`src/rtl/sys_feeder_if.sv`:
```
// Handshake bundle between the source/controller side and the systolic-array feeder.
interface sys_feeder_if #(
    parameter int DW = 8
);
    logic          start;
    logic          src_valid;
    logic [DW-1:0] src_data;
    logic          src_ready;
    logic          w_ps;
    logic [DW-1:0] arr_data;
    logic          arr_valid;
    logic          busy;
    logic          done;

    modport master (
        output start, src_valid, src_data,
        input  src_ready, w_ps, arr_data, arr_valid, busy, done
    );

    modport slave (
        input  start, src_valid, src_data,
        output src_ready, w_ps, arr_data, arr_valid, busy, done
    );
endinterface

```
`src/rtl/sys_feeder.sv`:
```
// Systolic-array feeder: streams NW weight words, one idle gap cycle, then NP
// partial-sum words from a valid/ready source, with registered array outputs.
//
// state  | meaning
// IDLE   | waiting for start, source not accepted
// LOAD_W | weight words accepted, w_ps high
// GAP    | single dead cycle separating weight and psum phases
// LOAD_P | partial-sum words accepted
// DONE   | one-cycle done pulse, then back to IDLE
module sys_feeder #(
    parameter int DW = 8,
    parameter int NW = 32,
    parameter int NP = 16
) (
    input  logic       clk,
    input  logic       rst,
    sys_feeder_if.slave bus
);
    localparam logic [2:0] IDLE   = 3'd0;
    localparam logic [2:0] LOAD_W = 3'd1;
    localparam logic [2:0] GAP    = 3'd2;
    localparam logic [2:0] LOAD_P = 3'd3;
    localparam logic [2:0] DONE   = 3'd4;

    // Counter only ever reaches NW-1 / NP-1 before being cleared, so it never wraps.
    localparam logic [7:0] W_LAST = 8'(NW - 1);
    localparam logic [7:0] P_LAST = 8'(NP - 1);

    logic [2:0]    state;
    logic [2:0]    state_nxt;
    logic [7:0]    cnt;
    logic [7:0]    cnt_nxt;
    logic          src_ready;
    logic          xfer;
    logic          w_ps_q;
    logic          arr_valid_q;
    logic [DW-1:0] arr_data_q;

    // Ready depends on state alone so the source never sees a combinational loop.
    assign src_ready = (state == LOAD_W) || (state == LOAD_P);
    assign xfer      = bus.src_valid && src_ready;

    // Next-state and word-counter decode.
    always_comb begin
        state_nxt = state;
        cnt_nxt   = cnt;
        case (state)
            IDLE: begin
                if (bus.start) begin
                    state_nxt = LOAD_W;
                    cnt_nxt   = 8'd0;
                end
            end
            LOAD_W: begin
                if (xfer) begin
                    if (cnt == W_LAST) begin
                        state_nxt = GAP;
                        cnt_nxt   = 8'd0;
                    end else begin
                        cnt_nxt = cnt + 8'd1;
                    end
                end
            end
            GAP: begin
                state_nxt = LOAD_P;
            end
            LOAD_P: begin
                if (xfer) begin
                    if (cnt == P_LAST) begin
                        state_nxt = DONE;
                        cnt_nxt   = 8'd0;
                    end else begin
                        cnt_nxt = cnt + 8'd1;
                    end
                end
            end
            DONE: begin
                state_nxt = IDLE;
            end
            default: begin
                state_nxt = IDLE;
                cnt_nxt   = 8'd0;
            end
        endcase
    end

    // State and word counter registers.
    always_ff @(posedge clk or negedge rst) begin
        if (!rst) begin
            state <= IDLE;
            cnt   <= 8'd0;
        end else begin
            state <= state_nxt;
            cnt   <= cnt_nxt;
        end
    end

    // w_ps is a flop so the array controller sees a glitch-free phase flag;
    // the last weight word therefore lands on arr_data during GAP.
    always_ff @(posedge clk or negedge rst) begin
        if (!rst) begin
            w_ps_q <= 1'b0;
        end else begin
            w_ps_q <= (state_nxt == LOAD_W);
        end
    end

    // Registered array port: valid for exactly one cycle per transfer, data held otherwise.
    always_ff @(posedge clk or negedge rst) begin
        if (!rst) begin
            arr_valid_q <= 1'b0;
            arr_data_q  <= '0;
        end else begin
            arr_valid_q <= xfer;
            if (xfer) begin
                arr_data_q <= bus.src_data;
            end
        end
    end

    assign bus.src_ready = src_ready;
    assign bus.w_ps      = w_ps_q;
    assign bus.arr_valid = arr_valid_q;
    assign bus.arr_data  = arr_data_q;
    assign bus.busy      = (state != IDLE);
    assign bus.done      = (state == DONE);
endmodule

```
`src/flat_wrapper.sv`:
```
// flat-port wrapper written by rule: the top's interface ports become plain ports
module sys_feeder_flat 
#(
    parameter int DW = 8,
    parameter int NW = 32,
    parameter int NP = 16
)
  (clk, rst, bus_start, bus_src_valid, bus_src_data, bus_src_ready, bus_w_ps, bus_arr_data, bus_arr_valid, bus_busy, bus_done);
  sys_feeder_if #(.DW(DW)) bus_i ();
  input  logic clk;
  input  logic rst;
  input wire logic [$bits(bus_i.start)-1:0] bus_start;
  input wire logic [$bits(bus_i.src_valid)-1:0] bus_src_valid;
  input wire logic [$bits(bus_i.src_data)-1:0] bus_src_data;
  output wire logic [$bits(bus_i.src_ready)-1:0] bus_src_ready;
  output wire logic [$bits(bus_i.w_ps)-1:0] bus_w_ps;
  output wire logic [$bits(bus_i.arr_data)-1:0] bus_arr_data;
  output wire logic [$bits(bus_i.arr_valid)-1:0] bus_arr_valid;
  output wire logic [$bits(bus_i.busy)-1:0] bus_busy;
  output wire logic [$bits(bus_i.done)-1:0] bus_done;
  assign bus_i.start = bus_start;
  assign bus_i.src_valid = bus_src_valid;
  assign bus_i.src_data = bus_src_data;
  assign bus_src_ready = bus_i.src_ready;
  assign bus_w_ps = bus_i.w_ps;
  assign bus_arr_data = bus_i.arr_data;
  assign bus_arr_valid = bus_i.arr_valid;
  assign bus_busy = bus_i.busy;
  assign bus_done = bus_i.done;
  sys_feeder #(.DW(DW), .NW(NW), .NP(NP)) u_core (.clk(clk), .rst(rst), .bus(bus_i));
endmodule
```
`config.mk`:
```
export PLATFORM = sky130hd
export DESIGN_NAME = sys_feeder_flat
export DESIGN_NICKNAME = d
export VERILOG_FILES = /design/src/rtl/sys_feeder_if.sv /design/src/rtl/sys_feeder.sv /design/src/flat_wrapper.sv
export SDC_FILE = /design/constraint.sdc
export NUM_CORES = 1
export LEC_CHECK = 0
export CAP_MARGIN = 25
export CORE_MARGIN = 2
export CORE_UTILIZATION = 40
export DETAILED_ROUTE_END_ITERATION = 10
export GPL_TIMING_DRIVEN = 1
export MAX_ROUTING_LAYER = met4
export PLACE_DENSITY = 0.67
export SYNTH_ARGS = -nofsm -noshare
export SYNTH_HDL_FRONTEND = slang
export SYNTH_SLANG_ARGS = --single-unit
```
`constraint.sdc`:
```
create_clock -name clk -period 1.9 [get_ports clk]
set_clock_uncertainty 0.05 [all_clocks]
set_input_delay 0.38 -clock clk [delete_from_list [all_inputs] [get_ports clk]]
set_output_delay 0.38 -clock clk [all_outputs]
set_load 0.02 [all_outputs]
```
==> impl_metrics.toml <==
[timing]
tns_ns = 0
post-route-period-util = 0.945
max_clock_freq_mhz = 557
slew_headroom = 0.784
layout_min_cycle_time_ns = 1.80
hold_viol_final = 0
drv_slew = 0
rsz0062_at_grt = "false"
setup_viol = 0
finalHoldWorstSlack_ns = 0.345
tightest_slew_ns = 0.320

[global_route]
antenna_found_initial = 0
grt_first_pass_wirelength_um = 3570
grt_pass1_vias = 862
grt_overflow = 0
grt_use_total = 0.174
grt_max_degree = 22

[clock_tree]
clockBufferDepth = 2
htreeDepth = 1
post_cts_hold_buffer_count = 0
clk_latency_ns = 0.31
cts_tree = "built"
cts_buffers = 3
clock_sinks = 21
clk_pin_slew_ns = 0.13
root_buffer = "clkbuf_4"

[drt]
first_pass_iters = 4
antenna_left = 0
drtIter0Drc = 21
wl_per_cell_um = 13.9
wl_um = 2160
drc_errors = 0
vias = 848
viasPerCell = 5.47

[critical_path]
critPathKind = "reg -> reg"
worst-path-max-fanout = 10
required_ns = 2.07
path_cells = "or3_4 -> o211a_1 -> nand2b_4 -> o41ai_2"
slowest_stage = "dfrtp_1"
critical-path-max-stage-delay_ns = 0.44
cp-start-kind = "register"
crit_buf_inv = 0
critical_path_arrival_ns = 1.97
end_kind = "register"
path_delay_family = "simple AND/OR/NAND/NOR gates"

[synth]
synth_cell_type_count = 33
syn_nets = 103
netlist_instances = 90
syn_area_per_cell_um2 = 11.3
synth-seq-cells = 21
ys_warn_count = 0
syn_area_um2 = 1010
ys_seq_area_frac = 0.519

[outcome]
status = "complete, no violations"

[cells_and_area]
area_growth_pct = 34.9
layout.nets = 139
drive_gt1_frac = 0.240
fin_util = 0.562
final_cell_area_um2 = 1370
num_antenna_cells = 0

[power]
pwr_density_cell_nw_per_um2 = 940
p_total_mw = 1.28
p_leak_nw = 0.557
peakVddDrop_mv = 0.476

[place]
io_buffers = 24
place_area_um2 = 1340
hpwl_um = 1590
gp_congestion = 0.791

[die]
die_area_um2 = 2950
initial_core_util = 0.417
die_w_um = 54.3
coreArea_um2 = 2430
row_count = 18
die_h_um = 54.3
io_pins = 25

[flow_run]
max_cap_violations = 0

[hold_path]
min_path_type = "in -> async"
where the power goes:
| part | total (mW) | internal, mW | switching (mW) | leakage (nW) |
|---|---|---|---|---|
| combinational | 0.464 | 0.230 | 0.233 | 0.305 |
| sequential | 0.605 | 0.531 | 0.0742 | 0.234 |
| clock | 0.216 | 0.0785 | 0.138 | 0.0177 |
| total | 1.28 | 0.840 | 0.445 | 0.557 |
final cells by class:
class / instances / area [um^2]
inverter: 5 / 18.8
multi-input combinational: 60 / 445
clock buffer: 3 / 22.5
clock inverter: 1 / 5.00
tap: 30 / 37.5
timing repair buffer: 35 / 312
fill: 233 / 1060
sequential: 21 / 527
worst register-to-register path: stages (launching register included):
cell and delay [ns]:
dfrtp_1 0.44, or3_4 0.40, o211a_1 0.33, nand2b_4 0.21
o41ai_2 0.27
Yosys cell counts:
| library cell | instances | share of area |
|---|---|---|
| o311ai_0 | 1 | 0.0086 |
| o211a_1 | 2 | 0.020 |
| and2_1 | 2 | 0.012 |
| clkbuf_1 | 1 | 0.0037 |
| or3_1 | 1 | 0.0062 |
| buf_6 | 2 | 0.022 |
| nor4b_1 | 2 | 0.017 |
| inv_1 | 5 | 0.019 |
| a22oi_1 | 2 | 0.015 |
| o31ai_1 | 3 | 0.022 |
| and3_1 | 1 | 0.0062 |
| or3_4 | 1 | 0.011 |
| buf_2 | 1 | 0.0049 |
| nand3_1 | 5 | 0.025 |
| a41oi_1 | 1 | 0.0086 |
| nand2_1 | 7 | 0.026 |
| nand4_1 | 1 | 0.0062 |
| mux2_2 | 8 | 0.089 |
| o32ai_1 | 1 | 0.0086 |
| o211ai_1 | 1 | 0.0074 |
| a21boi_0 | 1 | 0.0074 |
| o311a_1 | 1 | 0.0099 |
| xor2_1 | 1 | 0.0086 |
| nor3_1 | 2 | 0.0099 |
| ha_1 | 1 | 0.012 |
| o21ai_0 | 8 | 0.040 |
| o41ai_2 | 1 | 0.016 |
| a21oi_1 | 1 | 0.0049 |
| nand2b_1 | 1 | 0.0062 |
| nor2_1 | 2 | 0.0074 |
| dfrtp_1 | 21 | 0.52 |
| nand2b_4 | 1 | 0.014 |
| o21bai_1 | 1 | 0.0074 |
per-stage QoR:
| step | worst slack [ns] | std cells |
|---|---|---|
| 2_1_floorplan | 0.110 | 90 |
| 3_3_place_gp | 0.0672 | 151 |
| 3_5_place_dp | 0.0123 | 151 |
| 4_1_cts | 0.0144 | 155 |
| 5_1_grt | 0.0157 | 155 |
| 6_report | 0.104 | 155 |
flip-flops by register name, indices dropped and copies added (netlist names):
name / count
u_core.bus.w_ps: 1
u_core.cnt: 8
u_core.bus.arr_valid: 1
u_core.bus.arr_data: 8
u_core.state: 3
cells by family after synthesis:
logic type / Yosys count / synth area share
flops: 21 / 0.519
buf+inv: 9 / 0.0494
compound gates: 24 / 0.175
xor+xnor: 1 / 0.00864
fa+ha+maj: 1 / 0.0123
mux: 8 / 0.0889
simple gates: 26 / 0.147
layout by cell type, fill, tap and decap left out, types with 2 or more instances in the layout:
cell,count
nor2_1,2
o211a_1,2
nand3_1,5
and2_1,2
nor4b_1,2
dfrtp_1,20
clkbuf_4,3
clkdlybuf4s50_1,21
nor3_1,2
a22oi_1,2
o21ai_0,8
clkbuf_2,2
inv_1,5
o31ai_1,3
nand2_1,7
buf_4,11
mux2_2,8
per-layer routing:
| layer | wire length (um) | GRT usage | share of wire |
|---|---|---|---|
| met2 | 1070 | 0.281 | 0.50 |
| met3 | 109 | 0.0328 | 0.050 |
| met5 | 0 | - | 0 |
| met1 | 968 | 0.214 | 0.45 |
| met4 | 11 | 0.0708 | 0.0051 |
repair_timing:
item	CTS	global route
setup buffers	0	0
setup endpoints to repair	3	5
cloned	0	0
resized for setup	4	6
pin swaps	0	0
final timing paths:
| check | end | from | cells after the start | slack [ns] |
|---|---|---|---|---|
| max in group asynchronous | u_core.bus.arr_data[3] | rst | 2 | 1.22 |
| max reg2reg | u_core.cnt[5] | u_core.state[0] | 4 | 0.10 |
| max | u_core.cnt[5] | u_core.state[0] | 4 | 0.10 |
| min reg2reg | u_core.bus.arr_data[4] | u_core.bus.arr_data[4] | 1 | 0.47 |
| min | u_core.cnt[5] | rst | 2 | 0.35 |
| min in group clk | u_core.bus.arr_data[4] | u_core.bus.arr_data[4] | 1 | 0.47 |
(Power assumes the default switching activity.)
==> edit (same flow settings) <==
Make the reset (`rst`) synchronous in 3 clocked blocks.
--- a/src/rtl/sys_feeder.sv
+++ b/src/rtl/sys_feeder.sv
@@ -86,5 +86,5 @@
 
     // State and word counter registers.
-    always_ff @(posedge clk or negedge rst) begin
+    always_ff @(posedge clk) begin
         if (!rst) begin
             state <= IDLE;
@@ -98,5 +98,5 @@
     // w_ps is a flop so the array controller sees a glitch-free phase flag;
     // the last weight word therefore lands on arr_data during GAP.
-    always_ff @(posedge clk or negedge rst) begin
+    always_ff @(posedge clk) begin
         if (!rst) begin
             w_ps_q <= 1'b0;
@@ -107,5 +107,5 @@
 
     // Registered array port: valid for exactly one cycle per transfer, data held otherwise.
-    always_ff @(posedge clk or negedge rst) begin
+    always_ff @(posedge clk) begin
         if (!rst) begin
             arr_valid_q <= 1'b0;
Formal check against the unedited RTL: differs if rst is asserted again (counterexample within 4 cycles, from zero or initial values and one cycle with rst low); with rst held inactive, the same outputs for 10 cycles.
==> edit against the unedited design <==
- sequential cell count did not move
- wire length down 3.1%
- register-to-register slack improved by 0.06 ns
- synthesized area is 6.5% lower
- critical path type is now flop to output port
- setup slack worse by 0.045 ns
- first-iteration DRC count grew 9.5%
- design area down 7.1%
- highest routed layer unchanged
Power is not compared: it rests on default switching activity, and its combinational part moved more than twofold at a synthesized area within 25%.
==> edit: results (changes against the unedited design) <==
total track usage=0.183 (was 0.174); status=finished clean (unchanged); sequential-to-total area share from yosys stat=0.444 (was 0.519); initial antenna violation count=0 (unchanged); Post-synth top cells=dfxtp_1, nand2_1, a21oi_1, nor2_1 (was dfrtp_1, mux2_2, o21ai_0, nand2_1); vias in the first global route=810 (was 862); largest net degree at the start of global routing=13 (was 22); ys flop type=dfxtp_1 (was dfrtp_1); HP Class=flop to flop (was primary input to asynchronous set/reset pin); ys async rst share=0 (was 1.00); Post-Syn Area per Cell=8.38 um2 (was 11.3 um2); Worst Path Max Fanout=4 (was 10); Clock transition at path regs=0.11 ns (was 0.13 ns); syn_nets=126 (was 103); WL/cell=12.2 um (was 13.9 um); top cells by area, synth=dfxtp_1, a21oi_1, nand2_1 (was dfrtp_1, mux2_2, o21ai_0); RD Place Congestion=0.743 (was 0.791); number of remaining DRC errors=0 (unchanged); Inserted Diodes=0 (unchanged); Slowest-stage cell, CP=or3_2 (was dfrtp_1); DP HPWL=1600 um (was 1590 um); CP peak stage delay=0.47 ns (was 0.44 ns); row cnt=17 (was 18); Iter 0 DRT Violations=23 (was 21); area added between synthesis and finish=34.1% (was 34.9%); wirelength, routed=2090 um (was 2160 um); Post-Place Setup Slack=-0.154 ns (was 0.0123 ns); vias per cell=5.07 (was 5.47); Non-clock buffering overhead=0.232 (was 0.228); Repair and plain buffers=32 (was 35); met1 Use GR=0.228 (was 0.214); placed cell area=1250 um2 (was 1340 um2); met2 Use GR=0.283 (was 0.281); routed wl met2=1020 um (was 1070 um); GR Util met3=0.0343 (was 0.0328); Inverters, non-clock=4 (was 5); layout cells sized above 1=0.118 (was 0.240); CTS resizes=3 (was 4); wire length on met1=965 um (was 968 um); met3 routed WL=70 um (was 109 um); filler cell count=218 (was 233); multi-input gates=83 (was 60); Nets=158 (was 139); critical path arrival=1.41 ns (was 1.97 ns); sequential portion of the cell area=0.331 (was 0.385); cell count after placement=168 (was 151); multi-input combinational area share=0.376 (was 0.326); Slew Limit Headroom=0.705 (was 0.784)
[edit: worst paths after layout]
path                                from                     end  slack [ns]  cells past startpoint
setup / recovery         u_core.state[0]                bus_busy        0.06                      2
hold / removal    u_core.bus.arr_data[5]  u_core.bus.arr_data[5]        0.42                      2
setup reg to reg         u_core.state[0]           u_core.cnt[7]        0.16                      5
hold reg to reg   u_core.bus.arr_data[5]  u_core.bus.arr_data[5]        0.42                      2
[edit: kinds of logic after synthesis]
kind of cell | after synthesis | synth area share
AOI/OAI and AO/OA | 27 | 0.161
xor gates and xnor gates | 3 | 0.0277
adders and majority gates | 1 | 0.0132
buffers and inverters | 9 | 0.0515
DFF | 21 | 0.444
muxes | 1 | 0.0106
and+or+nand+nor | 51 | 0.292
[edit: worst register-to-register path: cells and delay by family (launching register included)]
kind	cells	cell delay, ns
DFF	1	0.35
AOI/OAI and AO/OA	1	0.16
and+or+nand+nor	3	0.95
buffers and inverters	1	0.16
